--- src/rtl/bus_arbiter_pkg.sv ---
// rtl/bus_arbiter_pkg.sv - shared state type and default parameters for bus_arbiter
package bus_arbiter_pkg;

    typedef enum logic {
        IDLE  = 1'b0,
        OWNED = 1'b1
    } arb_state_t;

    localparam int DEF_DATA_WIDTH  = 16;
    localparam int DEF_NUM_MASTERS = 4;
    localparam int DEF_TIMEOUT     = 64;

endpackage

--- src/rtl/bus_arbiter_rr_pick.sv ---
// rtl/bus_arbiter_rr_pick.sv - combinational round-robin pick: first set req bit at or after ptr
module rr_pick import bus_arbiter_pkg::*; #(
    parameter int p_num_masters = DEF_NUM_MASTERS,
    parameter int p_idx_w       = $clog2(p_num_masters)
) (
    input  logic [p_num_masters-1:0] req,
    input  logic [p_idx_w-1:0]       ptr,
    output logic                     valid,
    output logic [p_idx_w-1:0]       index
);

    localparam int                 p_sum_w = p_idx_w + 1;
    localparam logic [p_sum_w-1:0] c_n     = p_sum_w'(p_num_masters);

    logic [p_sum_w-1:0] pos;

    always_comb begin
        valid = 1'b0;
        index = '0;
        pos   = '0;
        // Scan from the farthest slot back toward ptr so the nearest requester writes last.
        for (int k = p_num_masters - 1; k >= 0; k--) begin
            pos = {1'b0, ptr} + p_sum_w'(k);
            if (pos >= c_n) begin
                pos = pos - c_n;
            end
            if (req[pos[p_idx_w-1:0]]) begin
                valid = 1'b1;
                index = pos[p_idx_w-1:0];
            end
        end
    end

endmodule

--- src/rtl/bus_arbiter.sv ---
// rtl/bus_arbiter.sv - round-robin arbiter for a shared OR-bus; BUS_ARBITER_TIMEOUT_EN adds forced release
module bus_arbiter import bus_arbiter_pkg::*; #(
    parameter int p_data_width  = DEF_DATA_WIDTH,
    parameter int p_num_masters = DEF_NUM_MASTERS,
    parameter int p_timeout     = DEF_TIMEOUT
) (
    input  logic                                  i_w_clk,
    input  logic                                  i_w_reset,
    input  logic [p_num_masters-1:0]              i_w_req,
    input  logic [p_num_masters-1:0]              i_w_done,
    input  logic [p_num_masters*p_data_width-1:0] i_w_data,
    output logic [p_num_masters-1:0]              o_w_grant,
    output logic [$clog2(p_num_masters)-1:0]      o_w_owner,
    output logic                                  o_w_busy,
    output logic [p_data_width-1:0]               o_w_bus,
    output logic                                  o_w_timeout
);

    localparam int                       p_idx_w = $clog2(p_num_masters);
    localparam logic [p_idx_w-1:0]       c_last  = p_idx_w'(p_num_masters - 1);
    localparam logic [p_num_masters-1:0] c_one   = p_num_masters'(1);

    arb_state_t               state;
    arb_state_t               state_nxt;
    logic [p_idx_w-1:0]       rr_ptr;
    logic [p_idx_w-1:0]       ptr_nxt;
    logic [p_idx_w-1:0]       owner_nxt;
    logic [p_idx_w-1:0]       pick_idx;
    logic [p_num_masters-1:0] grant_nxt;
    logic                     busy_nxt;
    logic                     pick_valid;
    logic                     owner_release;
    logic [p_data_width-1:0]  words [p_num_masters];

    rr_pick #(
        .p_num_masters (p_num_masters),
        .p_idx_w       (p_idx_w)
    ) u_rr_pick (
        .req   (i_w_req),
        .ptr   (rr_ptr),
        .valid (pick_valid),
        .index (pick_idx)
    );

    for (genvar k = 0; k < p_num_masters; k++) begin : g_words
        assign words[k] = i_w_data[k*p_data_width +: p_data_width];
    end

    // Only the owner's own strobes matter; everyone else is ignored while OWNED.
    assign owner_release = i_w_done[o_w_owner] | ~i_w_req[o_w_owner];

`ifdef BUS_ARBITER_TIMEOUT_EN
    localparam int                 p_cnt_w    = $clog2(p_timeout + 1);
    localparam logic [p_cnt_w-1:0] c_tmo_last = p_cnt_w'(p_timeout - 1);

    logic [p_cnt_w-1:0] tmo_cnt;
    logic               tmo_hit;
    logic               timeout_nxt;

    assign tmo_hit = (tmo_cnt == c_tmo_last);

    // tmo_cnt holds the number of OWNED cycles already completed by the current owner.
    always_ff @(posedge i_w_clk) begin
        if (i_w_reset) begin
            tmo_cnt     <= '0;
            o_w_timeout <= 1'b0;
        end else begin
            o_w_timeout <= timeout_nxt;
            if (state == OWNED && state_nxt == OWNED) begin
                tmo_cnt <= tmo_cnt + 1'b1;
            end else begin
                tmo_cnt <= '0;
            end
        end
    end
`else
    logic unused_tmo_cfg;
    assign unused_tmo_cfg = |p_timeout;
    assign o_w_timeout    = 1'b0;
`endif

    always_comb begin
        state_nxt = state;
        grant_nxt = '0;
        owner_nxt = o_w_owner;
        busy_nxt  = 1'b0;
        ptr_nxt   = rr_ptr;
`ifdef BUS_ARBITER_TIMEOUT_EN
        timeout_nxt = 1'b0;
`endif
        case (state)
            IDLE: begin
                if (pick_valid) begin
                    state_nxt = OWNED;
                    grant_nxt = c_one << pick_idx;
                    owner_nxt = pick_idx;
                    busy_nxt  = 1'b1;
                    ptr_nxt   = (pick_idx == c_last) ? '0 : pick_idx + 1'b1;
                end
            end
            OWNED: begin
                grant_nxt = o_w_grant;
                busy_nxt  = 1'b1;
                if (owner_release) begin
                    state_nxt = IDLE;
                    grant_nxt = '0;
                    busy_nxt  = 1'b0;
                end
`ifdef BUS_ARBITER_TIMEOUT_EN
                else if (tmo_hit) begin
                    state_nxt   = IDLE;
                    grant_nxt   = '0;
                    busy_nxt    = 1'b0;
                    timeout_nxt = 1'b1;
                end
`endif
            end
            default: begin
                state_nxt = IDLE;
            end
        endcase
    end

    always_ff @(posedge i_w_clk) begin
        if (i_w_reset) begin
            state     <= IDLE;
            rr_ptr    <= '0;
            o_w_grant <= '0;
            o_w_owner <= '0;
            o_w_busy  <= 1'b0;
        end else begin
            state     <= state_nxt;
            rr_ptr    <= ptr_nxt;
            o_w_grant <= grant_nxt;
            o_w_owner <= owner_nxt;
            o_w_busy  <= busy_nxt;
        end
    end

    // Idle sources must drive zero onto the OR-bus.
    always_comb begin
        o_w_bus = '0;
        if (o_w_busy) begin
            o_w_bus = words[o_w_owner];
        end
    end

endmodule

--- config.mk ---
export PLATFORM = sky130hd
export DESIGN_NAME = bus_arbiter
export DESIGN_NICKNAME = d
export VERILOG_FILES = /design/src/rtl/bus_arbiter_pkg.sv /design/src/rtl/bus_arbiter_rr_pick.sv /design/src/rtl/bus_arbiter.sv
export SDC_FILE = /design/constraint.sdc
export NUM_CORES = 1
export LEC_CHECK = 0
export ABC_AREA = 1
export ABC_CLOCK_PERIOD_IN_PS = 2200
export CAP_MARGIN = 10
export CORE_MARGIN = 2
export CORE_UTILIZATION = 33
export DETAILED_ROUTE_END_ITERATION = 10
export PLACE_DENSITY = 0.86
export SETUP_SLACK_MARGIN = 0.3
export SLEW_MARGIN = 10
export SYNTH_ARGS = -nofsm -noshare
export SYNTH_HDL_FRONTEND = slang
export SYNTH_SLANG_ARGS = --single-unit
--- constraint.sdc ---
create_clock -name i_w_clk -period 2.2 [get_ports i_w_clk]
set_input_delay 0.44 -clock i_w_clk [delete_from_list [all_inputs] [get_ports i_w_clk]]
set_output_delay 0.44 -clock i_w_clk [all_outputs]
set_load 0.05 [all_outputs]
==> metrics.cfg <==
[synth]
synth_cell_types=26
syn_nets=309
synth_area_um2=1220
netlist_instances=231
ys_warn_count=0
syn_avg_cell_area_um2=5.28
ys_seq_elements=9
seq_area_frac_synth_pct=14.8

[clock_network]
htree_levels=1
cts.path.max_buffers=2
clk_latency_ns=0.23
cts_made_buffers=3
cts.clk_slew.worst_paths_ns=0.05
cts_hold_repair.buffers=0
cts_tree=built
clock-sinks=9
cts_root_buf=clkbuf_8

[global_routing]
grt.overflow.total=0
grt_pass1_vias=1728
grt_pass1_wl_um=7940
grt_use_total_pct=23.6
antenna_found_initial=0
grt_max_degree=37

[floorplan]
ios=98
die_h_um=64.8
coreArea_um2=3610
rows=22
die_x_um=64.8
initial_utilization_pct=33.8
die-area_um2=4200

[routing]
first_iter_violations=54
drc=0
routed_wl_um=4990
avgRoutedWirePerCell_um=13.4
vias_per_cell=4.97
dr.pass1.iters=4
antenna_left=0
dr_total_vias=1854

[timing]
max_freq_ghz=0.525
relSlewSlack_pct=66.5
final-setup-viol-count=0
tightest_slew_ns=0.500
period_needed_ns=1.91
rsz0062_at_grt=true
whs_ns=0.476
period_share_pct=86.6
hold_violations=0
finClkSkew_ns=0.00121
slew_violations=0

[power]
power_frac_seq_pct=10.7
p_switching_mw=1.86
p_comb_share_pct=83.6
vdd_ir_drop_max_mv=0.820
clockPowerShare_pct=5.7
power_density_nw_per_um2=1220
p_total_mw=3.38
power.share.switching_pct=55.0
leakagePower_nw=1.22
p_int_mw=1.52

[cells_and_area]
final_util_pct=76.6
fill_cells=285
nNetsFinal=404
syn2layout_area_growth_pct=127
final_common_cell=nor2_1
final_cell_mix=nor2_1 (70), clkdlybuf4s50_1 (62), nand2_1 (35)
diodes=0
layout-drive-gt1-share_pct=26.2

[worst_setup_path]
cp_data_arrival_time_ns=1.47
rr_startpoint=rr_ptr[0]
crit_fanout=1
critical_path_class=primary input to output port
cp.required_ns=1.76
critPathCaptureType=output port
startpoint=i_w_data[33]
start_kind=primary input

[placement]
gp_congestion=0.904
portBuffers=96
dp_hpwl_um=3600

[job]
cap_viol_max_count=0

[run_status]
status=finished, final reports clean

[min_path]
hold_path_class=flip-flop to flip-flop
worstHoldStart=o_w_grant[1]

## cell families after synthesis
kind of cell | count (synthesis) | synth area share [%]
AO/OA/AOI/OAI | 62 | 27.3
adder cells (fa/ha/maj) | 4 | 4.11
buffers and inverters | 27 | 10.3
flip-flops | 9 | 14.8
other | 1 | 0.308
AND/OR/NAND/NOR | 128 | 43.2
## metrics by stage
step / std cells / setup WS (ns) / setup TNS [ns] / instance area (um2)
after floorplan: 231 / 0.327 / 0 / 1430
after global placement: 364 / -0.00261 / -0.00261 / 2540
after detailed placement: 364 / -0.0762 / -0.198 / 2540
after CTS: 372 / 0.256 / 0 / 2680
after global routing: 373 / 0.244 / 0 / 2760
final: 373 / 0.294 / 0 / 2760
## synthesized netlist by cell type
master | count | area (um2)
nor2_1 | 71 | 267
nand2_4 | 1 | 11.3
nor2_2 | 2 | 12.5
inv_1 | 9 | 33.8
conb_1 | 1 | 3.75
inv_6 | 1 | 8.76
a21oi_4 | 1 | 16.3
inv_2 | 2 | 7.51
dfxtp_1 | 9 | 180
nand2_2 | 7 | 43.8
clkinv_1 | 2 | 7.51
nand2_1 | 38 | 143
buf_6 | 1 | 11.3
clkbuf_1 | 5 | 18.8
o211a_1 | 1 | 10.0
o21ai_1 | 2 | 10.0
a21oi_1 | 22 | 110
buf_4 | 1 | 7.51
o21ai_0 | 34 | 170
nand3_1 | 7 | 35.0
a21oi_2 | 1 | 8.76
nor3_1 | 1 | 5.00
nand3_2 | 1 | 10.0
ha_1 | 4 | 50.1
buf_2 | 6 | 30.0
o211ai_1 | 1 | 7.51
## timing repair
action | in CTS | in global routing
endpoints found under the setup margin | 22 | 22
pin swaps | 7 | 25
setup buffers | 3 | 1
gates resized for setup | 34 | 43
gates cloned | 1 | 0
## path summary, 6_finish.rpt
| kind | slack (ns) | cells after the start | end |
|---|---|---|---|
| worst min-delay path | 0.48 | 2 | o_w_grant[1] |
| worst max-delay path | 0.29 | 6 | o_w_bus[1] |
| worst min register to register | 0.48 | 2 | o_w_grant[1] |
| worst max register to register | 0.47 | 10 | rr_ptr[1] |
## cell type report
cell class | instances | area [um2] | share of cell area (%)
timing repair buffer | 103 | 1230 | 44.4
multi-input combinational | 195 | 1170 | 42.2
sequential | 9 | 190 | 6.88
inverter | 14 | 75.1 | 2.72
tap | 48 | 60.1 | 2.17
clock buffer | 4 | 45.0 | 1.63
## state kept, by name (all words and copies together) (netlist names)
| name | count |
|---|---|
| o_w_grant | 4 |
| o_w_owner | 2 |
| rr_ptr | 2 |
| state | 1 |
## worst max-delay path, cell delays in order
cell and delay, ns:
clkdlybuf4s50_1 0.46, nor2_1 0.04, nor2_1 0.08, o21ai_1 0.11, a21oi_4 0.19, buf_12 0.15
## power by group through the flow
| stage | Combinational, mW | Sequential [mW] | Clock, mW |
|---|---|---|---|
| 2_1_floorplan | 1.61 | 0.436 | 0 |
| 3_5_place_dp | 2.56 | 0.361 | 0 |
| 5_1_grt | 3.03 | 0.371 | 0.211 |
| 4_1_cts | 2.76 | 0.346 | 0.194 |
| 6_report | 2.82 | 0.360 | 0.194 |
| 3_3_place_gp | 2.52 | 0.357 | 0 |
## metal layers
metal / GRT usage (%) / share of wire, %
met1: 28.1 / 41
met2: 41.0 / 49
met5: 0 / 0
met3: 7.12 / 8.6
met4: 6.38 / 1.1
Power figures use the tool's default switching activity.
